[config.mk]
export PLATFORM = sky130hd
export DESIGN_NAME = i2c_slave_regfile
export DESIGN_NICKNAME = d
export VERILOG_FILES = /design/src/rtl/i2c_slave_regfile.sv
export SDC_FILE = /design/constraint.sdc
export NUM_CORES = 1
export LEC_CHECK = 0
export BUFFER_PORTS_ARGS = -buffer_cell sky130_fd_sc_hd__buf_2
export CAP_MARGIN = 20
export CORE_ASPECT_RATIO = 1.1
export CORE_MARGIN = 2
export CORE_UTILIZATION = 30
export CTS_BUF_LIST = sky130_fd_sc_hd__clkbuf_4 sky130_fd_sc_hd__clkbuf_8
export DETAILED_ROUTE_END_ITERATION = 10
export GPL_TIMING_DRIVEN = 0
export PLACE_DENSITY = 0.59
export SETUP_SLACK_MARGIN = 0.15
export SYNTH_ARGS = -nofsm -noshare
export SYNTH_HDL_FRONTEND = slang
export SYNTH_SLANG_ARGS = --single-unit
export TNS_END_PERCENT = 5
[constraint.sdc]
create_clock -name clk -period 2.7 [get_ports clk]
set_input_delay 0.135 -clock clk [delete_from_list [all_inputs] [get_ports clk]]
set_output_delay 0.135 -clock clk [all_outputs]
set_load 0.05 [all_outputs]
[src/rtl/i2c_slave_regfile.sv]
// I2C-side register file: turns the byte engine's ACK handshake into pointer loads,
// auto-incrementing writes/reads with per-register read-only protection, plus a local port.
//
// state  | meaning
// S_IDLE | waiting for the register-address byte; read bytes still step the pointer
// S_DATA | address taken; write bytes store at ptr, read bytes step the pointer
module i2c_slave_regfile #(
   parameter int                    NUM_REGS   = 4,
   parameter logic [NUM_REGS*8-1:0] RESET_VALS = 32'h0000_0605,
   parameter logic [NUM_REGS-1:0]   RO_MASK    = 4'b0000,
   parameter bit                    AUTO_INC   = 1'b1
) (
   input  logic                  clk,
   input  logic                  rst,
   input  logic [7:0]            i2c_rxdata,
   input  logic                  i2c_ack,
   input  logic                  i2c_w,
   input  logic                  i2c_r,
   input  logic                  i2c_stop,
   output logic [7:0]            i2c_txdata,
   input  logic                  loc_we,
   input  logic [7:0]            loc_addr,
   input  logic [7:0]            loc_wdata,
   output logic [7:0]            loc_rdata,
   output logic [NUM_REGS*8-1:0] regs_flat,
   output logic                  wr_pulse,
   output logic [7:0]            wr_addr,
   output logic                  collision
);

   typedef enum logic {S_IDLE, S_DATA} state_t;

   localparam logic [8:0] NREGS9   = 9'(NUM_REGS);
   localparam logic [7:0] LAST_REG = 8'(NUM_REGS - 1);

   state_t     state, state_nxt;
   logic [7:0] ptr, ptr_nxt, ptr_adv;
   logic [7:0] regs [NUM_REGS];
   logic       ack_d;
   logic       ev;
   logic       ptr_in_range;
   logic       ptr_ro;
   logic       i2c_wr_en;
   logic [7:0] tx_mux, loc_mux;

   assign ev           = i2c_ack & ~ack_d;
   assign ptr_in_range = {1'b0, ptr} < NREGS9;

   always_comb begin
      ptr_ro  = 1'b0;
      tx_mux  = 8'hFF;
      loc_mux = 8'hFF;
      for (int i = 0; i < NUM_REGS; i++) begin
         if (ptr == 8'(i)) begin
            ptr_ro = RO_MASK[i];
            tx_mux = regs[i];
         end
         if (loc_addr == 8'(i)) loc_mux = regs[i];
      end
   end

   // Out-of-range pointers park where they are so a bad address never aliases a real register.
   always_comb begin
      ptr_adv = ptr;
      if (AUTO_INC) begin
         if (ptr == LAST_REG)  ptr_adv = 8'h00;
         else if (ptr_in_range) ptr_adv = ptr + 8'h01;
      end
   end

   always_comb begin
      state_nxt = state;
      ptr_nxt   = ptr;
      i2c_wr_en = 1'b0;
      if (i2c_stop) begin
         state_nxt = S_IDLE;
      end else if (ev) begin
         case (state)
            S_IDLE: begin
               if (i2c_w) begin
                  ptr_nxt   = i2c_rxdata;
                  state_nxt = S_DATA;
               end else if (i2c_r) begin
                  ptr_nxt = ptr_adv;
               end
            end
            S_DATA: begin
               if (i2c_w) begin
                  i2c_wr_en = ptr_in_range & ~ptr_ro;
                  ptr_nxt   = ptr_adv;
               end else if (i2c_r) begin
                  ptr_nxt = ptr_adv;
               end
            end
            default: state_nxt = S_IDLE;
         endcase
      end
   end

   always_ff @(posedge clk) begin
      if (rst) begin
         state <= S_IDLE;
         ptr   <= 8'h00;
      end else begin
         state <= state_nxt;
         ptr   <= ptr_nxt;
      end
   end

   // Local writes win over a same-cycle I2C write to the same register.
   always_ff @(posedge clk) begin
      for (int i = 0; i < NUM_REGS; i++) begin
         if (rst)                                 regs[i] <= RESET_VALS[8*i +: 8];
         else if (loc_we && loc_addr == 8'(i))    regs[i] <= loc_wdata;
         else if (i2c_wr_en && ptr == 8'(i))      regs[i] <= i2c_rxdata;
      end
   end

   always_ff @(posedge clk) begin
      if (rst) begin
         ack_d      <= 1'b0;
         wr_pulse   <= 1'b0;
         wr_addr    <= 8'h00;
         collision  <= 1'b0;
         i2c_txdata <= RESET_VALS[7:0];
         loc_rdata  <= 8'h00;
      end else begin
         ack_d      <= i2c_ack;
         wr_pulse   <= i2c_wr_en;
         if (i2c_wr_en) wr_addr <= ptr;
         collision  <= collision | (i2c_wr_en & loc_we & (loc_addr == ptr));
         i2c_txdata <= tx_mux;
         loc_rdata  <= loc_mux;
      end
   end

   always_comb begin
      for (int i = 0; i < NUM_REGS; i++) regs_flat[8*i +: 8] = regs[i];
   end

endmodule

* After elaboration in Yosys (flattened, before gate mapping)
Memory sizes are Yosys's and may differ from the RTL's.
Index checks and enable logic that the tools add are counted.
** Operators by class
- Add/sub/neg operators :: 1
- $lt $le $gt $ge :: 1
- Eq/ne operators :: 7
- Multiplexer cells :: 58
- Bitwise logic cells :: 15
- Reduce and logical (&&, ||, !) cells :: 12
** Operator list (number)
- 8-bit two-way mux :: 21
- 1-bit two-way mux :: 36
- 8-bit by 2-bit == test with 1-bit output, second input constant :: 4
- 8-bit by 1-bit == test with 1-bit output, second input constant :: 2
- 8-bit zero test :: 2
- 8-bit one-hot mux with 2 select lines :: 1
- 1-bit bitwise OR :: 9
- 8-bit by 1-bit adder with 8-bit output, second input constant :: 1
- 8-bit == test :: 1
- 1-bit logical AND :: 8
- 8-bit by 3-bit < comparator with 1-bit output, second input constant :: 1
- 1-bit AND :: 3
- 1-bit inverter :: 3
- 2-bit AND reduction :: 1
- 2-bit OR reduction :: 1
** Storage, ports and cells
- Bits in registers :: 36
- Memory bits (writable) :: 32
- Bits of input ports :: 31
- Output and inout port bits :: 58
- Logic and storage cells :: 103
- Memories kept :: 1
** Memory list
- regs :: depth 4, width 8, rd ports 4, clocked after memory_dff 0, wr ports 4, line 38 : logic [7:0] regs [NUM_REGS];

* Logic depth before layout (Yosys ltp)
- Word-level depth :: 11
- Depth in mapped cells :: 8
- Mapped depth without buffers :: 6

* Least setup slack after synthesis
Ideal clock, no wire load.
- Path kind :: flip-flop to flip-flop
- From :: reg ptr[0]
- To :: mem regs[3][0] (enable)
- Arrival time :: 1.719 ns
- Required time :: 2.316 ns
- Setup slack :: 0.597 ns
- Stages on the path, launching flop included :: 5
- Path buffers :: 1
- Path through :: dfxtp_1 > ha_1 > clkbuf_1 > inv_1 > o21ai_0
** RTL lines
- start: declaration :: line 37 : logic [7:0] ptr, ptr_nxt, ptr_adv;
- start signal: assignment :: line 106 : ptr <= ptr_nxt;
- end: declaration :: line 38

==> impl_metrics.prom <==
# TYPE chip_impl_metric gauge
chip_impl_info{name="run_status",value="finished clean"} 1
chip_impl_metric{name="post_synth_inst_count",unit=""} 363
chip_impl_metric{name="yosysWarningCount",unit=""} 0
chip_impl_metric{name="area_delta_synth_final",unit="%"} 23.9
chip_impl_metric{name="cts-buffers-inserted",unit=""} 9
chip_impl_metric{name="drtPass1Iterations",unit=""} 5
chip_impl_metric{name="die_outline_area",unit="um^2"} 12800
chip_impl_metric{name="tritoncts_num_sinks",unit=""} 68
chip_impl_metric{name="final-setup-viol-count",unit=""} 0
chip_impl_metric{name="vias_per_cell",unit=""} 5.53
chip_impl_metric{name="avgRoutedWirePerCell",unit="um"} 19.6
chip_impl_metric{name="synth_area_per_cell",unit="um^2"} 9.83
chip_impl_metric{name="clk_path_buf_depth",unit=""} 2
chip_impl_metric{name="timing.final.crit_period",unit="ps"} 2350
chip_impl_info{name="endpoint_kind",value="register"} 1
chip_impl_metric{name="vias_in_the_first_global_route",unit=""} 3315
chip_impl_metric{name="leakage",unit="nW"} 1.66
chip_impl_metric{name="total_negative_slack_for_setup_checks",unit="ps"} 0
chip_impl_metric{name="crit_path_dat",unit="ps"} 2430
chip_impl_metric{name="clock_network_fraction_of_design_power",unit="%"} 35.8
chip_impl_metric{name="die_width",unit="um"} 108
chip_impl_metric{name="floorplan.initialDensity",unit="%"} 30.9
chip_impl_metric{name="synth_seq_cells",unit=""} 68
chip_impl_metric{name="grt_max_degree",unit=""} 15
chip_impl_metric{name="ys_async_sr_fraction",unit="%"} 0
chip_impl_metric{name="clock_latency",unit="ps"} 370
chip_impl_metric{name="syn-num-nets",unit=""} 398
chip_impl_info{name="timing.setup.critical_path_class",value="reg -> reg"} 1
chip_impl_metric{name="worst_hold_path.num_cells",unit=""} 2
chip_impl_info{name="cp-start-kind",value="register"} 1
chip_impl_metric{name="io_buffer_count",unit=""} 87
chip_impl_metric{name="drt_iter0_markers",unit=""} 307
chip_impl_metric{name="slowest_delay",unit="ps"} 530
chip_impl_metric{name="dpl-instance-area",unit="um^2"} 4210
chip_impl_metric{name="final_layout_fill_cell_count",unit=""} 1195
chip_impl_metric{name="cts_setup_buffers",unit=""} 0
chip_impl_metric{name="final-hold-violation-count",unit=""} 0
chip_impl_metric{name="worst-path-buf-inv",unit=""} 3
chip_impl_metric{name="global_route.usage.total",unit="%"} 19.1
chip_impl_info{name="hold_path.class",value="in -> reg"} 1
chip_impl_metric{name="top_level_ports",unit=""} 89
chip_impl_metric{name="die_h",unit="um"} 118
chip_impl_metric{name="maxSlewHeadroom",unit="%"} 53.9
chip_impl_metric{name="routed-via-count",unit=""} 3423
chip_impl_metric{name="final_util",unit="%"} 38.3
chip_impl_metric{name="worstRegToRegCells",unit=""} 5
chip_impl_metric{name="cp_data_required_time",unit="ps"} 2770
chip_impl_metric{name="grt_overflow",unit=""} 0
chip_impl_metric{name="place.detailed.hpwl",unit="um"} 8740
chip_impl_info{name="rsz0062_at_grt",value="no"} 1
chip_impl_metric{name="critical_path.max_fanout",unit=""} 10
chip_impl_metric{name="route.final.wire_length",unit="um"} 12100
chip_impl_info{name="timing.critical_path.slowest_stage_cell",value="sky130_fd_sc_hd__o21ai_1"} 1
chip_impl_info{name="crit_path_max_delay_family",value="buffers and inverters"} 1
chip_impl_metric{name="core_region_area",unit="um^2"} 11500
chip_impl_metric{name="tightestPinTransition",unit="ps"} 691
chip_impl_metric{name="synth_sequential_area_ratio",unit="%"} 47.1
chip_impl_info{name="postSynth.topFlopCell",value="sky130_fd_sc_hd__dfxtp_1"} 1
chip_impl_metric{name="area_of_all_placed_cells_without_fillers",unit="um^2"} 4420
chip_impl_metric{name="layout_worst_path_cycle_share",unit="%"} 87.2
chip_impl_metric{name="slew_violations",unit=""} 0
chip_impl_metric{name="power.internal",unit="mW"} 1.69
chip_impl_metric{name="synth_area",unit="um^2"} 3570
chip_impl_metric{name="worst_setup_hold_path_clk_slew",unit="ps"} 80
chip_impl_metric{name="drv.max_cap_violation_count",unit=""} 0
chip_impl_metric{name="insertedDiodeCount",unit=""} 0
chip_impl_metric{name="finalClockSkew",unit="ps"} 12.0
chip_impl_metric{name="power_switching",unit="mW"} 0.814
chip_impl_metric{name="seq_power_share",unit="%"} 45.8
chip_impl_metric{name="sw_frac_of_total",unit="%"} 32.6
chip_impl_metric{name="synth_edf_count",unit=""} 32
chip_impl_metric{name="detail_route.drc_violations",unit=""} 0
chip_impl_metric{name="timing.fmax",unit="MHz"} 425
chip_impl_metric{name="vdd.ir_drop.worst",unit="uV"} 183
chip_impl_metric{name="htreeDepth",unit=""} 3
chip_impl_metric{name="yosysUniqueCellTypes",unit=""} 45
chip_impl_metric{name="nets",unit=""} 499
chip_impl_metric{name="drive_gt1_share",unit="%"} 27.9
chip_impl_info{name="clock_tree.root_cell",value="sky130_fd_sc_hd__clkbuf_8"} 1
chip_impl_metric{name="antenna_found_initial",unit=""} 0
chip_impl_info{name="worstPathCellList",value="ha_1 > buf_2 > clkinv_1 > o21ai_1 > buf_4"} 1
chip_impl_metric{name="worstSetupPathDepth",unit=""} 5
chip_impl_info{name="clock_tree_from_tritoncts",value="done"} 1
chip_impl_metric{name="comb_power_share",unit="%"} 18.5
chip_impl_metric{name="cellPowerDensity",unit="nW/um^2"} 565
chip_impl_metric{name="drtAntennaViolNets",unit=""} 0
chip_impl_metric{name="grt_first_pass_wirelength",unit="um"} 18300
chip_impl_metric{name="finalPower",unit="mW"} 2.50
chip_impl_metric{name="globalplace.congestion",unit=""} 0.892
chip_impl_metric{name="placementRows",unit=""} 41
-- repair_timing --
item,4_1_cts,5_1_grt
endpoints found under the setup margin,0,6
hold buffers,1,0
resized for setup,0,2
hold endpoints to repair,1,0
-- metal layers --
layer	GRT usage [%]	part of all wire, %	vias to the layer above	wire (um)
li1	-	-	1587	-
met1	24.3	41	1622	4980
met2	30.9	47	180	5720
met3	3.81	8.3	34	1010
met4	9.29	3.5	0	430
met5	0	0	-	0
-- cells in the mapped netlist (8+ instances only) --
library cell                 n  area, um^2
sky130_fd_sc_hd__dfxtp_1    36         721
sky130_fd_sc_hd__mux4_2      8         180
sky130_fd_sc_hd__clkbuf_1   18        67.6
sky130_fd_sc_hd__and2_1      9        56.3
sky130_fd_sc_hd__nand2_1    28         105
sky130_fd_sc_hd__inv_1       8        30.0
sky130_fd_sc_hd__nand4_1    17         106
sky130_fd_sc_hd__o2111ai_1  16         140
sky130_fd_sc_hd__nand3_1    19        95.1
sky130_fd_sc_hd__edfxtp_1   32         961
sky130_fd_sc_hd__nor2_1     27         101
sky130_fd_sc_hd__a21oi_1    54         270
-- worst reg2reg max path: cells and delay by family (launching register included) --
family | cells | cell delay, ps
adders and majority gates | 1 | 180
buffers and inverters | 3 | 880
DFF | 1 | 460
AOI/OAI and AO/OA | 1 | 530
-- worst paths after layout --
kind	from	to	slack [ps]
setup / recovery	ptr[0]	regs[1][1]	350
hold / removal	i2c_ack	ack_d	20
setup reg to reg	ptr[0]	regs[1][1]	350
hold reg to reg	wr_addr[0]	wr_addr[0]	460
-- cell usage in the layout (no fill, tap or decap), drive strengths merged, types with 7 or more instances in the layout --
cell,instances
a21oi,54
and2,9
buf,103
clkbuf,27
dfxtp,36
edfxtp,32
inv,12
mux4,8
nand2,28
nand3,19
nand4,19
nor2,27
o2111ai,16
xor2,7
-- stage by stage --
step           std cells  setup slack [ps]  hold WS (ps)
3_3_place_gp         600              -547           333
2_1_floorplan        363               597           212
6_report             619               346          19.6
3_5_place_dp         602               213           340
5_1_grt              619               282          46.8
4_1_cts              619               201          12.5
-- state kept, by name (all words and copies together), names as in the netlist --
register	flops
ptr	8
ack_d	1
state	1
wr_pulse	1
collision	1
loc_rdata	8
regs	32
i2c_txdata	8
wr_addr	8
-- power by group through the flow --
stage	logic [mW]	clock network [mW]	registers, mW
2_1_floorplan	0.171	0	1.30
3_3_place_gp	0.451	0	1.17
3_5_place_dp	0.458	0	1.17
4_1_cts	0.460	0.911	1.14
5_1_grt	0.487	0.947	1.15
6_report	0.462	0.895	1.14
-- final cells by class --
class	instances	area (um^2)	area share, %
multi-input combinational	254	1690	38.3
sequential	68	1680	38.0
timing repair buffer	90	460	10.4
tap	150	188	4.24
buffer	32	163	3.68
clock buffer	9	124	2.80
clock inverter	7	80.1	1.81
inverter	9	33.8	0.764
-- cells by family (layout without fill, tap and decap cells) --
| family | count (synthesis) | after routing | share of synthesized area, % |
|---|---|---|---|
| AO/OA/AOI/OAI | 107 | 107 | 19.5 |
| XOR/XNOR | 8 | 8 | 1.96 |
| adder cells (fa/ha/maj) | 4 | 4 | 1.40 |
| buffers and inverters | 41 | 147 | 5.47 |
| flip-flops | 68 | 68 | 47.1 |
| multiplexers | 9 | 9 | 5.36 |
| AND/OR/NAND/NOR | 126 | 126 | 19.2 |
No activity file was read; power rests on OpenSTA's default activity.
